## config.mk

```make
export PLATFORM = sky130hd
export DESIGN_NAME = bip_program_loader
export DESIGN_NICKNAME = d
export VERILOG_FILES = /design/src/rtl/bip_pkg.sv /design/src/rtl/bip_program_loader.sv
export SDC_FILE = /design/constraint.sdc
export NUM_CORES = 1
export LEC_CHECK = 0
export CAP_MARGIN = 20
export CORE_MARGIN = 2
export CORE_UTILIZATION = 45
export DETAILED_ROUTE_END_ITERATION = 16
export DONT_BUFFER_PORTS = 1
export GPL_ROUTABILITY_DRIVEN = 0
export GPL_TIMING_DRIVEN = 0
export SYNTH_ARGS = -nofsm -noshare
export SYNTH_HDL_FRONTEND = slang
export SYNTH_SLANG_ARGS = --single-unit
```

## constraint.sdc

```tcl
create_clock -name i_clock -period 2.2 [get_ports i_clock]
set_input_delay 0.11 -clock i_clock [delete_from_list [all_inputs] [get_ports i_clock]]
set_output_delay 0.11 -clock i_clock [all_outputs]
set_load 0.05 [all_outputs]
```

## src/rtl/bip_pkg.sv

```systemverilog
// Shared BIP definitions: opcodes, loader state encoding, loader error codes.
package bip_pkg;

  localparam logic [4:0] OP_HALT = 5'd0;
  localparam logic [4:0] OP_STO  = 5'd1;
  localparam logic [4:0] OP_LD   = 5'd2;
  localparam logic [4:0] OP_LDI  = 5'd3;
  localparam logic [4:0] OP_ADD  = 5'd4;
  localparam logic [4:0] OP_ADDI = 5'd5;
  localparam logic [4:0] OP_SUB  = 5'd6;
  localparam logic [4:0] OP_SUBI = 5'd7;
  localparam logic [4:0] OP_MAX  = OP_SUBI;

  typedef enum logic [2:0] {
    ST_IDLE,
    ST_HIGH,
    ST_LOW,
    ST_CHECK,
    ST_DONE,
    ST_ERROR
  } ld_state_t;

  localparam logic [1:0] ERR_NONE     = 2'd0;
  localparam logic [1:0] ERR_OPCODE   = 2'd1;
  localparam logic [1:0] ERR_OVERFLOW = 2'd2;
  localparam logic [1:0] ERR_CHECKSUM = 2'd3;

  function automatic logic opcode_valid(input logic [4:0] op);
    return op <= OP_MAX;
  endfunction

endpackage

```

## src/rtl/bip_program_loader.sv

```systemverilog
// Packs received byte pairs into BIP instructions and writes them to program memory.
// Optional trailing XOR checksum after HALT when LOADER_CHECKSUM_EN is defined.
module bip_program_loader
  import bip_pkg::*;
#(
  parameter int NB_OPCODE      = 5,
  parameter int NB_OPERAND     = 11,
  parameter int NB_INSTRUCTION = 16,
  parameter int NB_ADDR        = 11,
  parameter int NB_BYTE        = 8
) (
  input  logic                      i_clock,
  input  logic                      i_reset,
  input  logic                      i_start,
  input  logic [NB_BYTE-1:0]        i_rx_data,
  input  logic                      i_rx_valid,
  output logic                      o_mem_we,
  output logic [NB_ADDR-1:0]        o_mem_addr,
  output logic [NB_INSTRUCTION-1:0] o_mem_data,
  output logic                      o_busy,
  output logic                      o_cpu_en,
  output logic [1:0]                o_error,
  output logic [NB_ADDR:0]          o_count
);

  localparam logic [NB_ADDR-1:0] ADDR_LAST = '1;
  localparam logic [NB_ADDR-1:0] ADDR_ONE  = {{(NB_ADDR-1){1'b0}}, 1'b1};
  localparam logic [NB_ADDR:0]   COUNT_ONE = {{NB_ADDR{1'b0}}, 1'b1};

  ld_state_t             state;
  logic [NB_BYTE-1:0]    hi;
  logic [NB_ADDR-1:0]    addr;
  logic [NB_OPCODE-1:0]  rx_op;
  logic [NB_OPCODE-1:0]  hi_op;

  assign rx_op = i_rx_data[NB_BYTE-1 -: NB_OPCODE];
  assign hi_op = hi[NB_BYTE-1 -: NB_OPCODE];

`ifdef LOADER_CHECKSUM_EN
  logic [NB_BYTE-1:0]    csum;

  // Running XOR of every instruction byte of the current load.
  always_ff @(posedge i_clock) begin
    if (i_reset)
      csum <= '0;
    else if (i_start && (state == ST_IDLE || state == ST_DONE || state == ST_ERROR))
      csum <= '0;
    else if (i_rx_valid && (state == ST_HIGH || state == ST_LOW))
      csum <= csum ^ i_rx_data;
  end
`endif

  always_ff @(posedge i_clock) begin
    if (i_reset) begin
      state      <= ST_IDLE;
      hi         <= '0;
      addr       <= '0;
      o_mem_we   <= 1'b0;
      o_mem_addr <= '0;
      o_mem_data <= '0;
      o_busy     <= 1'b0;
      o_cpu_en   <= 1'b0;
      o_error    <= ERR_NONE;
      o_count    <= '0;
    end else begin
      o_mem_we <= 1'b0;
      case (state)
        ST_IDLE, ST_DONE, ST_ERROR: begin
          if (i_start) begin
            state    <= ST_HIGH;
            addr     <= '0;
            o_count  <= '0;
            o_error  <= ERR_NONE;
            o_busy   <= 1'b1;
            o_cpu_en <= 1'b0;
          end
        end
        ST_HIGH: begin
          if (i_rx_valid) begin
            hi <= i_rx_data;
            if (!opcode_valid(rx_op)) begin
              state   <= ST_ERROR;
              o_error <= ERR_OPCODE;
              o_busy  <= 1'b0;
            end else begin
              state <= ST_LOW;
            end
          end
        end
        ST_LOW: begin
          if (i_rx_valid) begin
            // The write is issued even on the overflowing slot.
            o_mem_we   <= 1'b1;
            o_mem_addr <= addr;
            o_mem_data <= {hi, i_rx_data};
            o_count    <= o_count + COUNT_ONE;
            if (hi_op == OP_HALT) begin
`ifdef LOADER_CHECKSUM_EN
              state    <= ST_CHECK;
`else
              state    <= ST_DONE;
              o_busy   <= 1'b0;
              o_cpu_en <= 1'b1;
`endif
            end else if (addr == ADDR_LAST) begin
              state   <= ST_ERROR;
              o_error <= ERR_OVERFLOW;
              o_busy  <= 1'b0;
            end else begin
              addr  <= addr + ADDR_ONE;
              state <= ST_HIGH;
            end
          end
        end
        ST_CHECK: begin
`ifdef LOADER_CHECKSUM_EN
          if (i_rx_valid) begin
            o_busy <= 1'b0;
            if (i_rx_data == csum) begin
              state    <= ST_DONE;
              o_cpu_en <= 1'b1;
            end else begin
              state   <= ST_ERROR;
              o_error <= ERR_CHECKSUM;
            end
          end
`else
          state  <= ST_IDLE;
          o_busy <= 1'b0;
`endif
        end
        default: begin
          state  <= ST_IDLE;
          o_busy <= 1'b0;
        end
      endcase
    end
  end

endmodule

```

==> flow_summary.toml <==
[power]
p_leak_nw = 1.117
cellPowerDensity_nw_per_um2 = 846.0
power_mw = 2.723
vdd_ir_drop_max_mv = 0.4076

[clock_tree]
cts_buffers = 9
clk_latency_ns = 0.34
cts_sinks = 66
postCtsSetupRepairBufs = 0
cts_tree = "done"
clkSlewWorstSetupHoldPaths_ns = 0.08
htreeDepth = 3
cts.path.max_buffers = 2
cts-root-buf = "clkbuf_8"

[layout]
drive_above_1_share_pct = 9.714
regArea_um2 = 1321
syn_to_final_growth_pct = 16.28
diodes = 0
design_area_um2 = 3218
final_common_cell = "dfxtp_1"
multiInputGateArea_um2 = 1353
nets = 359
fillCellCount = 578
final_cell_mix = "66 x dfxtp_1, 65 x nand2_1, 39 x a21oi_1"

[grt]
grt.overflow.total = 0
grt_pass1_vias = 2107
antenna_found_initial = 0
grt_max_degree = 14
grt_pass1_wl_um = 10270
grt_use_total_pct = 20.10

[timing]
slew_headroom_pct = 56.88
min_period_ns = 1.902
finalSetupViolCount = 0
setup_tns_ns = 0
rsz0062_at_grt = "false"
drv_slew = 0
clock_skew_ns = 0.01063
hold_viol = 0
max_freq_mhz = 525.8
fin_crit_sh_pct = 86.45
worstMarginPinSlew_ns = 0.6459

[routing]
drt_iter0_markers = 52
wl_per_cell_um = 14.66
wirelength_um = 6231
remaining_drc_errors = 0
ant_nets = 0
drt-vias-per-instance = 5.459
drtPass1Iterations = 4
vias = 2320

[logic_synthesis]
yosysWarnings = 0
syn_avg_cell_area_um2 = 8.542
synth_nets = 338
synth_top_cell_by_area = "dfxtp_1"
ys_types = 51
syn_inst = 324
yosysSeqAreaShare_pct = 47.74
ys.flop_type = "dfxtp_1"
synth_top_cell_area_share_pct = 47.74
synth-edff-count = 0
synth_area_leaders = "dfxtp_1 48%, nand2_1 8.8%, a21oi_1 7.1%"
ys_ff_latch = 66
synth.cell_area_um2 = 2768
synth_async_sr_flop_share_pct = 0

[worst_setup_path]
startpoint_type = "flip-flop"
crit_path_top_delay_cell = "dfxtp_1"
crit_family = "buffers and inverters"
worst-path-buf-inv = 3
crit_start = "state[2]"
endpoint_kind = "flip-flop"
cp_max_fo = 10
critical_path_class = "reg2reg"
cp_slowest_stage_delay_ns = 0.31
cp_common_cell = "buf_2"
cp_data_required_time_ns = 2.44
arrival_ns = 2.14
cp_cell_sequence = "buf_2, nand2b_1, nand2_1, o21ai_0, clkbuf_2, buf_2, nor2_1"
rr_startpoint = "state[2]"

[hold_path]
hp-class = "in2reg"
min-delay-start = "i_start"

[flow_run]
maxCapViolations = 0

[die]
initial_utilization_pct = 46.75
rows = 28
coreArea_um2 = 5921
die_area_um2 = 6794
die_h_um = 82.43
pin_count = 56
dieWidth_um = 82.43

[place]
dp.final_hpwl_um = 4355
numPortBuffers = 0
place_area_um2 = 2861

[outcome]
outcome = "finished clean"
routing by layer:
layer,up-vias,track usage [%],routed length (um)
li1,1173,-,-
met5,-,0,0
met2,60,31.53,2838
met1,1080,24.61,2859
met4,0,8.833,81
met3,7,7.391,452
cell usage after synthesis, drive strengths merged (2+ instances only):
library cell / number
nand3: 6
nand4: 9
o21ai: 10
or4: 3
xor2: 10
o21a: 2
nor2: 29
nor3: 6
ha: 2
mux2i: 9
clkbuf: 11
or3: 7
o31ai: 2
a22oi: 2
buf: 7
and2: 2
dfxtp: 66
and4: 4
nand2b: 2
nand2: 65
or3b: 2
xnor2: 2
nor3b: 4
a21oi: 39
inv: 4
nor2b: 2
and3: 3
final cells by class:
class,instances,share of cell area (%)
Multi-Input combinational cell,236,42.03
Clock inverter,7,3.888
Inverter,4,0.4666
Tap cell,75,2.916
Timing Repair Buffer,10,3.110
Buffer,18,2.683
Sequential cell,66,41.06
Clock buffer,9,3.849
kinds of logic (layout without fill, tap and decap cells):
group | after synthesis | count (layout) | share of synthesized area [%]
AND/OR/NAND/NOR | 148 | 148 | 27.31
flip-flops | 66 | 66 | 47.74
AO/OA/AOI/OAI | 65 | 65 | 13.38
buffers and inverters | 22 | 48 | 3.616
XOR/XNOR | 12 | 12 | 3.797
multiplexers | 9 | 9 | 3.255
adder cells (fa/ha/maj) | 2 | 2 | 0.9040
flip-flops by register name (all words and copies together), names as in the netlist:
register    flops
o_mem_data     16
state           3
o_count        12
hi              8
o_cpu_en        1
addr           11
o_error         2
o_mem_addr     11
o_mem_we        1
o_busy          1
timing repair:
| item | CTS | global route |
|---|---|---|
| hold buffers | 10 | 0 |
| gates resized for setup | 0 | 3 |
| endpoints found under the hold margin | 18 | 0 |
| setup endpoints to repair | 0 | 12 |
worst reg2reg max path: stages, from the launching register on:
cell      delay, ns
dfxtp_1        0.31
buf_2          0.20
nand2b_1       0.27
nand2_1        0.13
o21ai_0        0.27
clkbuf_2       0.29
buf_2          0.26
nor2_1         0.07
report_power, final:
part           switching (mW)  internal (mW)
Clock                   0.499          0.762
Sequential             0.0486           1.21
Combinational           0.117         0.0810
Total                   0.665           2.06
through the flow:
step	setup slack [ns]	hold WS, ns	utilization (%)	std cells
finish	0.2982	0.02805	54.35	425
global placement	0.1160	0.2481	48.33	399
floorplan	0.5385	0.2460	-	324
detailed placement	0.1322	0.2562	48.33	399
global route	0.07057	0.03564	54.35	425
CTS	0.1275	0.01121	54.23	425
final timing paths:
kind	end	cells past startpoint	slack, ns
setup / recovery	o_count[4]	7	0.30
hold / removal	state[0]	3	0.03
setup reg to reg	o_count[4]	7	0.30
hold reg to reg	o_mem_data[8]	2	0.45
Power figures use the tool's default switching activity.
